[config.mk]
export PLATFORM = sky130hd
export DESIGN_NAME = mem_c_readout
export DESIGN_NICKNAME = d
export VERILOG_FILES = /design/src/rtl/mem_c_readout_pkg.sv /design/src/rtl/mem_c_readout_skid_fifo2.sv /design/src/rtl/mem_c_readout.sv
export SDC_FILE = /design/constraint.sdc
export NUM_CORES = 1
export LEC_CHECK = 0
export CORE_ASPECT_RATIO = 1.2
export CORE_MARGIN = 4
export CORE_UTILIZATION = 47
export DETAILED_ROUTE_END_ITERATION = 8
export GPL_ROUTABILITY_DRIVEN = 0
export GPL_TIMING_DRIVEN = 0
export PLACE_DENSITY = 0.73
export SLEW_MARGIN = 20
export SYNTH_ARGS = -nofsm -noshare
export SYNTH_HDL_FRONTEND = slang
export SYNTH_SLANG_ARGS = --single-unit
[constraint.sdc]
create_clock -name clk -period 2.3 [get_ports clk]
set_clock_uncertainty 0.2 [all_clocks]
set_input_delay 0.23 -clock clk [delete_from_list [all_inputs] [get_ports clk]]
set_output_delay 0.23 -clock clk [all_outputs]
set_load 0.03 [all_outputs]
[src/rtl/mem_c_readout_pkg.sv]
// Shared constants and FSM encoding for the SRAM C readout stage.
package mem_c_readout_pkg;

   localparam int DATA_W     = 22;
   localparam int ADDR_W     = 12;
   localparam int MEM_WORDS  = 4096;
   localparam int FIFO_DEPTH = 2;

   typedef enum logic [1:0] {
      ST_IDLE  = 2'd0,
      ST_READ  = 2'd1,
      ST_DRAIN = 2'd2,
      ST_FIN   = 2'd3
   } state_e;

endpackage

[src/rtl/mem_c_readout_skid_fifo2.sv]
// Two-entry synchronous FIFO; simultaneous push and pop both take effect.
module skid_fifo2 #(
   parameter int WIDTH = 28
) (
   input  logic             clk,
   input  logic             rstn,
   input  logic             push,
   input  logic             pop,
   input  logic [WIDTH-1:0] din,
   output logic [WIDTH-1:0] dout,
   output logic [1:0]       count,
   output logic             empty
);

   logic [WIDTH-1:0] mem_q [2];
   logic [WIDTH-1:0] mem_d [2];
   logic             wr_ptr_q, wr_ptr_d;
   logic             rd_ptr_q, rd_ptr_d;
   logic [1:0]       count_q, count_d;
   logic             do_push, do_pop;

   // pointer, storage and occupancy update
   always_comb begin
      do_push  = push && ((count_q != 2'd2) || pop);
      do_pop   = pop && (count_q != 2'd0);
      mem_d    = mem_q;
      wr_ptr_d = wr_ptr_q ^ do_push;
      rd_ptr_d = rd_ptr_q ^ do_pop;
      count_d  = count_q;
      if (do_push) mem_d[wr_ptr_q] = din;
      case ({do_push, do_pop})
         2'b10:   count_d = count_q + 2'd1;
         2'b01:   count_d = count_q - 2'd1;
         default: count_d = count_q;
      endcase
   end

   // state registers
   always_ff @(posedge clk or negedge rstn) begin
      if (!rstn) begin
         mem_q    <= '{default: '0};
         wr_ptr_q <= 1'b0;
         rd_ptr_q <= 1'b0;
         count_q  <= 2'd0;
      end else begin
         mem_q    <= mem_d;
         wr_ptr_q <= wr_ptr_d;
         rd_ptr_q <= rd_ptr_d;
         count_q  <= count_d;
      end
   end

   assign dout  = mem_q[rd_ptr_q];
   assign count = count_q;
   assign empty = (count_q == 2'd0);

endmodule

[src/rtl/mem_c_readout.sv]
// Drains SRAM C (4096 x 22b) after a multiply, saturating each word to OUT_W
// bits and streaming {data, addr} over valid/ready through a 2-entry skid FIFO.
//
// state    | meaning
// ---------+---------------------------------------------------------
// ST_IDLE  | waiting for start; sat_flag holds last sweep's result
// ST_READ  | issuing reads 0..4095 whenever a FIFO slot is guaranteed
// ST_DRAIN | all reads issued; waiting for FIFO and read pipe to empty
// ST_FIN   | one-cycle done pulse, then back to idle (start ignored)
module mem_c_readout
   import mem_c_readout_pkg::*;
#(
   parameter int OUT_W = 16
) (
   input  logic              clk,
   input  logic              rstn,
   input  logic              start,
   output logic              NCE_C,
   output logic              nwrt_C,
   output logic [ADDR_W-1:0] address_C,
   input  logic [DATA_W-1:0] Out_C,
   output logic [OUT_W-1:0]  out_data,
   output logic [ADDR_W-1:0] out_addr,
   output logic              out_valid,
   input  logic              out_ready,
   output logic              sat_flag,
   output logic              busy,
   output logic              done
);

   localparam int FW = OUT_W + ADDR_W;

   state_e            state_q, state_d;
   logic [ADDR_W-1:0] cnt_q, cnt_d;
   logic [ADDR_W-1:0] rd_addr_q, rd_addr_d;
   logic              inflight_q, inflight_d;
   logic              sat_q, sat_d;

   logic              issue;
   logic              over;
   logic [OUT_W-1:0]  sat_data;
   logic              fifo_push, fifo_pop, fifo_empty;
   logic [1:0]        fifo_count;
   logic [1:0]        slots_used;
   logic [FW-1:0]     fifo_din, fifo_dout;

   // clamp detection; with OUT_W == DATA_W nothing can exceed the range
   if (OUT_W < DATA_W) begin : g_sat
      assign over = |Out_C[DATA_W-1:OUT_W];
   end else begin : g_nosat
      assign over = 1'b0;
   end

   assign sat_data = over ? {OUT_W{1'b1}} : Out_C[OUT_W-1:0];

   // a read may issue when the slot it will land in is certain to be free,
   // counting this cycle's pop so steady-state throughput is one word/cycle
   assign fifo_pop   = !fifo_empty && out_ready;
   assign fifo_push  = inflight_q;
   assign slots_used = (fifo_count - {1'b0, fifo_pop}) + {1'b0, inflight_q};
   assign fifo_din   = {sat_data, rd_addr_q};

   // next-state, read issue and status outputs
   always_comb begin
      state_d    = state_q;
      cnt_d      = cnt_q;
      sat_d      = sat_q;
      issue      = 1'b0;
      done       = 1'b0;
      rd_addr_d  = cnt_q;
      case (state_q)
         ST_IDLE: begin
            if (start) begin
               state_d = ST_READ;
               cnt_d   = '0;
               sat_d   = 1'b0;
            end
         end
         ST_READ: begin
            if (slots_used < 2'(FIFO_DEPTH)) begin
               issue = 1'b1;
               cnt_d = cnt_q + 1'b1;
               if (cnt_q == ADDR_W'(MEM_WORDS - 1)) state_d = ST_DRAIN;
            end
         end
         ST_DRAIN: begin
            if (fifo_empty && !inflight_q) state_d = ST_FIN;
         end
         ST_FIN: begin
            done    = 1'b1;
            state_d = ST_IDLE;
         end
         default: state_d = ST_IDLE;
      endcase
      if (fifo_push && over) sat_d = 1'b1;
      inflight_d = issue;
   end

   // state registers
   always_ff @(posedge clk or negedge rstn) begin
      if (!rstn) begin
         state_q    <= ST_IDLE;
         cnt_q      <= '0;
         rd_addr_q  <= '0;
         inflight_q <= 1'b0;
         sat_q      <= 1'b0;
      end else begin
         state_q    <= state_d;
         cnt_q      <= cnt_d;
         rd_addr_q  <= rd_addr_d;
         inflight_q <= inflight_d;
         sat_q      <= sat_d;
      end
   end

   skid_fifo2 #(.WIDTH(FW)) u_fifo (
      .clk   (clk),
      .rstn  (rstn),
      .push  (fifo_push),
      .pop   (fifo_pop),
      .din   (fifo_din),
      .dout  (fifo_dout),
      .count (fifo_count),
      .empty (fifo_empty)
   );

   assign NCE_C     = !issue;
   assign nwrt_C    = 1'b1;
   assign address_C = cnt_q;
   assign out_valid = !fifo_empty;
   assign out_data  = fifo_dout[FW-1:ADDR_W];
   assign out_addr  = fifo_dout[ADDR_W-1:0];
   assign sat_flag  = sat_q;
   assign busy      = (state_q == ST_READ) || (state_q == ST_DRAIN);

endmodule

==> results.yml, run 1 <==
sta:
  hold_viol_final: 0
  whs_ns: 0.203
  maxSlewViolCount: 0
  min_period_ns: 2.60
  clock.fmax_ghz: 0.384
  post-route-period-util_pct: 113
  setup_violations: 15
  rsz0062_at_grt: "yes"
  tightest_slew_ns: 0.629
  slew_headroom_pct: 57.6
  setup_slack_ns: -0.302
route:
  drt-met1-wl_um: 3590
  vias: 2902
  routed_via_density: 5.39
  drc: 0
  drtAntennaViolNets: 0
  top_layer_used: "met4"
  drt_iter0_drc: 97
  routedWlPerCell_um: 15.9
  dr.pass1.iters: 4
  wl_met2_um: 4440
  met3_length_um: 310
  routed_wl_um: 8550
final_layout:
  stdcell_count: 538
  syn2layout_area_growth_pct: 33.8
  num-nets-final: 473
  layout-drive-gt1-share_pct: 26.9
  diodes: 0
  final_util_pct: 64.1
floorplan:
  core_area_um2: 8110
  dieArea_um2: 9790
  die_w_um: 91.0
  die_y_um: 108
  start_util_pct: 47.9
  rows: 36
  io_pins: 72
critical_path:
  arrival_ns: 2.64
  critPathLaunchType: "register"
  worst_setup_path_end_kind: "register"
  path_max_fanout: 3
  required_ns: 2.33
  crit_type: "register to register"
logic_synthesis:
  synth_cells: 342
  synth_edf_count: 0
  async_flop_share_pct: 100
  synth_area_um2: 3880
  ys_types: 40
  syn_nets: 377
  yosysWarnings: 0
  ys_seq_area_share_pct: 56.7
  synth-seq-cells: 88
  synthFlopType: "dfrtp_1"
  syn_area_per_cell_um2: 11.4
clocking:
  worstSkewPairLatency_ns: 0.35
  cts_root_buf: "clkbuf_8"
  cts_buffers: 9
  clk_pin_slew_ns: 0.09
  cts_buffer_depth: 2
  htree_levels: 3
  cts_tree: "built"
  cts.sinks: 88
global_route:
  grt_usage_pct: 18.1
  antenna_found_initial: 0
  globalRouteOverflowTotal: 0
  grt_max_degree: 46
  grt_first_pass_wirelength_um: 14000
  grt_pass1_vias: 3007
power:
  seqPwrFrac_pct: 32.7
  power.leakage_nw: 2.31
  combPwrFrac_pct: 49.9
  power.switching_mw: 2.69
  sw_frac_of_total_pct: 39.4
  power_frac_clock_pct: 17.4
  p_int_mw: 4.14
  ir_drop_mv: 0.949
  finalPower_mw: 6.82
  p_per_area_nw_per_um2: 1310
placement:
  placed_cells: 508
  dpl.hpwl_um: 5790
  portBuffers: 70
run_status:
  status: "finished with violations"
  violations: "setup timing"
worst_hold_path:
  min_path_type: "input port to async pin"
flow_run:
  cap_viol_max_count: 0
[timing repair]
item                                    in CTS  in global routing
endpoints found under the setup margin      77                 49
cloned                                       1                  0
gates resized for setup                     60                 12
hold buffers                                 1                  0
endpoints found under the hold margin       43                  0
pin swaps                                    9                 10
setup buffers                               11                  3
[cells in the mapped netlist, types with 3 or more instances]
cell type / number / area [µm²]
clkbuf_1: 13 / 48.8
inv_1: 9 / 33.8
ha_1: 9 / 113
mux2_2: 52 / 586
dfrtp_1: 88 / 2200
a31oi_1: 7 / 43.8
nand4_1: 3 / 18.8
o21ai_1: 4 / 20.0
nor2_1: 56 / 210
o21ai_0: 4 / 20.0
nand2_1: 18 / 67.6
nand3_1: 6 / 30.0
a21oi_1: 36 / 180
[cell families (layout without fill, tap and decap cells)]
family | after synthesis | in the layout | synth area share (%)
compound gates | 60 | 60 | 8.73
fa+ha+maj | 9 | 9 | 2.90
simple gates | 98 | 98 | 11.2
xor+xnor | 7 | 7 | 2.16
flops | 88 | 88 | 56.7
buf+inv | 26 | 127 | 2.87
other cells | 1 | 1 | 0.0966
mux | 53 | 53 | 15.4
[state kept, by name (all words and copies together), names as in the netlist]
name and count:
state_q 2, u_fifo.mem_q 56, address_C 12, u_fifo.rd_ptr_q 1, rd_addr_q 12, fifo_push 1
sat_flag 1, u_fifo.wr_ptr_q 1, u_fifo.count 2
[per-stage QoR]
| step | worst slack (ns) | TNS [ns] | area, µm² |
|---|---|---|---|
| CTS | -0.286 | -2.14 | 5120 |
| detailed placement | -0.679 | -28.16 | 4740 |
| global route | -0.306 | -3.46 | 5200 |
| finish | -0.302 | -2.43 | 5200 |
| floorplan | -0.207 | -0.775 | 3900 |
| global placement | -2.22 | -220.67 | 4720 |
[power by group through the flow]
stage,Sequential [mW],Combinational (mW),Clock [mW]
final,2.23,3.41,1.19
after global routing,2.29,3.66,1.28
after CTS,2.23,3.27,1.21
after detailed placement,2.27,2.94,0
after global placement,2.24,2.89,0
after floorplan,2.26,2.00,0
[per-layer routing]
metal / vias up / GRT usage (%)
li1: 1364 / -
met1: 1453 / 22.1
met2: 69 / 31.2
met3: 16 / 2.94
met4: 0 / 8.62
met5: - / 0
[critical path, cell delays in order, from the launching register on]
cell and delay (ns):
dfrtp_2 0.42, or2_4 0.25, and2_4 0.15, ha_4 0.25, and2b_2 0.24, xor2_4 0.20, nand4_1 0.23, a21oi_2 0.24
mux2_4 0.31
[area by class of cell]
cell class                      instances  area, µm²
Buffer                                 15       88.8
Clock buffer                            9        124
Clock inverter                          7        103
Fill cell                             683       2910
Inverter                                9       33.8
Multi-Input combinational cell        228       1690
Sequential cell                        88       2200
Tap cell                               95        119
Timing Repair Buffer                   87        832
[layout by cell type, fill, tap and decap left out, types with 3 or more instances in the layout]
master	n
a31oi_1	7
dlygate4sd2_1	28
nand3_1	6
nand2_1	16
clkbuf_8	9
dfrtp_1	87
ha_1	6
inv_1	9
clkdlybuf4s50_1	38
buf_4	15
buf_6	5
nor2_1	56
clkbuf_1	5
o21ai_1	4
mux2_2	52
clkbuf_2	4
nand4_1	3
a21oi_1	35
[final timing paths]
check / from / end / slack [ns] / cells past startpoint
worst min register to register: address_C[1] / rd_addr_q[1] / 0.28 / 0
max in group asynchronous: rstn / u_fifo.count[1] / 1.06 / 3
worst min-delay path: rstn / u_fifo.mem_q[44] / 0.20 / 2
worst max register to register: u_fifo.count[1] / state_q[1] / -0.30 / 8
min in group clk: address_C[1] / rd_addr_q[1] / 0.28 / 0
worst max-delay path: u_fifo.count[1] / state_q[1] / -0.30 / 8
(Power assumes the default switching activity.)
==> run 2: changes to the inputs <==
CORE_ASPECT_RATIO = 1.5   (was 1.2)
==> results.yml, run 2 (synthesis results as in run 1) <==
clocking:
  worstSkewPairLatency_ns: 0.34
  cts_tree: "built"
  cts.sinks: 88
  clk_pin_slew_ns: 0.06
  cts_root_buf: "clkbuf_16"
  cts_buffer_depth: 2
  cts_buffers: 9
  htree_levels: 3
placement:
  portBuffers: 70
  dpl.hpwl_um: 5940
  placed_cells: 518
  dpl_cell_area_um2: 4760
critical_path:
  path_buf_inv: 0
  cpMaxStageDelayCell: "dfrtp_2"
  r2r-start: "u_fifo.count[0]"
  r2r-end: "state_q[1]"
  rrSetupSlack_ns: -0.31
  required_ns: 2.32
  worst_setup_path_end_kind: "register"
  cp_cell_sequence: "or2_4 -> and2_4 -> ha_4 -> and2b_4 -> xor2_4 -> nand4_1 -> a21oi_2 -> mux2_4"
  max_stage_delay_ns: 0.41
  crit_type: "register to register"
  crit_family: "simple AND/OR/NAND/NOR gates"
  cp.depth: 8
  arrival_ns: 2.64
  endpoint: "state_q[1]"
  worstRegToRegCells: 8
  cp-startpoint: "u_fifo.count[0]"
  critPathLaunchType: "register"
  path_max_fanout: 3
worst_hold_path:
  min_path_type: "input port to async pin"
power:
  ir_drop_mv: 0.987
  power.leakage_nw: 2.43
  p_per_area_nw_per_um2: 1360
final_layout:
  syn2layout_area_growth_pct: 38.7
  final_common_cell: "dfrtp_1"
  stdcell_count: 553
  top_register: "u_fifo.mem_q"
  n_fill_cell: 626
  diodes: 0
  final_area_um2: 5390
  num-nets-final: 478
  largest_reg_flops: 56
  layout-drive-gt1-share_pct: 27.9
  mostFrequentLayoutCells: "dfrtp_1, nor2_1, mux2_2"
route:
  drtAntennaViolNets: 0
  drc: 0
  drt_iter0_drc: 116
  routed_via_density: 5.29
  dr.pass1.iters: 4
  routed_wl_um: 9210
  vias: 2927
  routedWlPerCell_um: 16.7
sta:
  maxSlewViolCount: 0
  post-route-period-util_pct: 114
  hold_viol_final: 0
  rsz0062_at_grt: "yes"
  min_period_ns: 2.61
  final.setup.tns_ns: -2.66
  setup_slack_ns: -0.312
  tightest_slew_ns: 0.573
  clock.fmax_ghz: 0.383
  slew_headroom_pct: 61.4
  setup_violations: 15
  whs_ns: 0.216
floorplan:
  die_w_um: 82.2
  start_util_pct: 48.2
  core_area_um2: 8060
  rows: 40
  io_pins: 72
  dieArea_um2: 9810
  die_y_um: 119
flow_run:
  cap_viol_max_count: 0
global_route:
  met2_usage_pct: 33.1
  grt_usage_pct: 20.0
  globalRouteOverflowTotal: 0
  grt_pass1_vias: 3091
  busiest_layer: "met2"
  use_met3_pct: 3.71
  grt_first_pass_wirelength_um: 15000
  grt_util_met1_pct: 24.1
  antenna_found_initial: 0
  grt_max_degree: 52
run_status:
  status: "finished with violations"
  violations: "setup timing"
-- run 2: cell types whose count changed in the layout (fill, tap and decap cells not counted), sizes merged --
cell / delta
clkbuf: +3
buf: +4
clkinvlp: +1
clkinv: -1
clkdlybuf4s50: +1
inv: -2
dlymetal6s2s: +4
dlygate4sd2: -5
-- run 2: repair_timing --
| action | CTS | global route |
|---|---|---|
| buffers inserted | 11 | 6 |
| hold buffers | 1 | 0 |
| endpoints found under the setup margin | 78 | 45 |
| gates resized for setup | 57 | 23 |
| hold endpoints to repair | 37 | 0 |
| cloned | 1 | 0 |
| pin swaps | 11 | 9 |
-- run 2: power by group --
part | switching (mW) | internal [mW]
clock network | 0.594 | 0.979
logic | 1.91 | 1.59
registers | 0.254 | 1.99
total | 2.76 | 4.56
-- run 2: worst min-delay path by stage --
stage | endpoint | cells past startpoint | start
finish | u_fifo.mem_q[37] | 2 | rstn
global route | u_fifo.mem_q[37] | 2 | rstn
CTS | rd_addr_q[11] | 2 | rstn
detailed placement | u_fifo.mem_q[40] | 1 | rstn
global placement | rd_addr_q[9] | 0 | address_C[9]
floorplan | address_C[0] | 0 | rstn
-- run 2: through the flow --
step | util [%] | power (mW) | setup WS [ns]
after floorplan | - | 4.26 | -0.207
after global placement | 58.8 | 5.14 | -2.22
after detailed placement | 59.1 | 5.22 | -0.650
after CTS | 65.2 | 7.08 | -0.277
after global routing | 66.8 | 7.75 | -0.360
final | 66.8 | 7.32 | -0.312
-- run 2: area by class of cell --
| class | count | area, µm² | share of cell area [%] |
|---|---|---|---|
| inverter | 9 | 33.8 | 0.627 |
| clock inverter | 5 | 80.1 | 1.49 |
| multi-input combinational | 228 | 1710 | 31.8 |
| buffer | 17 | 105 | 1.95 |
| tap | 105 | 131 | 2.44 |
| clock buffer | 11 | 243 | 4.51 |
| timing repair buffer | 90 | 873 | 16.2 |
| sequential | 88 | 2200 | 40.9 |
-- run 2: per-layer routing --
metal	part of all wire, %	wire, µm
met2	52	4770
met1	41	3750
met4	3.5	322
met3	4.0	371
met5	0	0
-- run 2: worst reg2reg max path, delay by kind of cell (launching register included) --
kind	cells	cell delay (ns)
and+or+nand+nor	4	0.91
xor gates and xnor gates	1	0.21
DFF	1	0.41
adders and majority gates	1	0.20
muxes	1	0.31
AOI/OAI and AO/OA	1	0.25
==> run 3: changes to the inputs <==
ABC_CLOCK_PERIOD_IN_PS = 2300   (was unset)
==> results of run 3 <==
Final layout, timing and power as in run 2 (identical DEF).
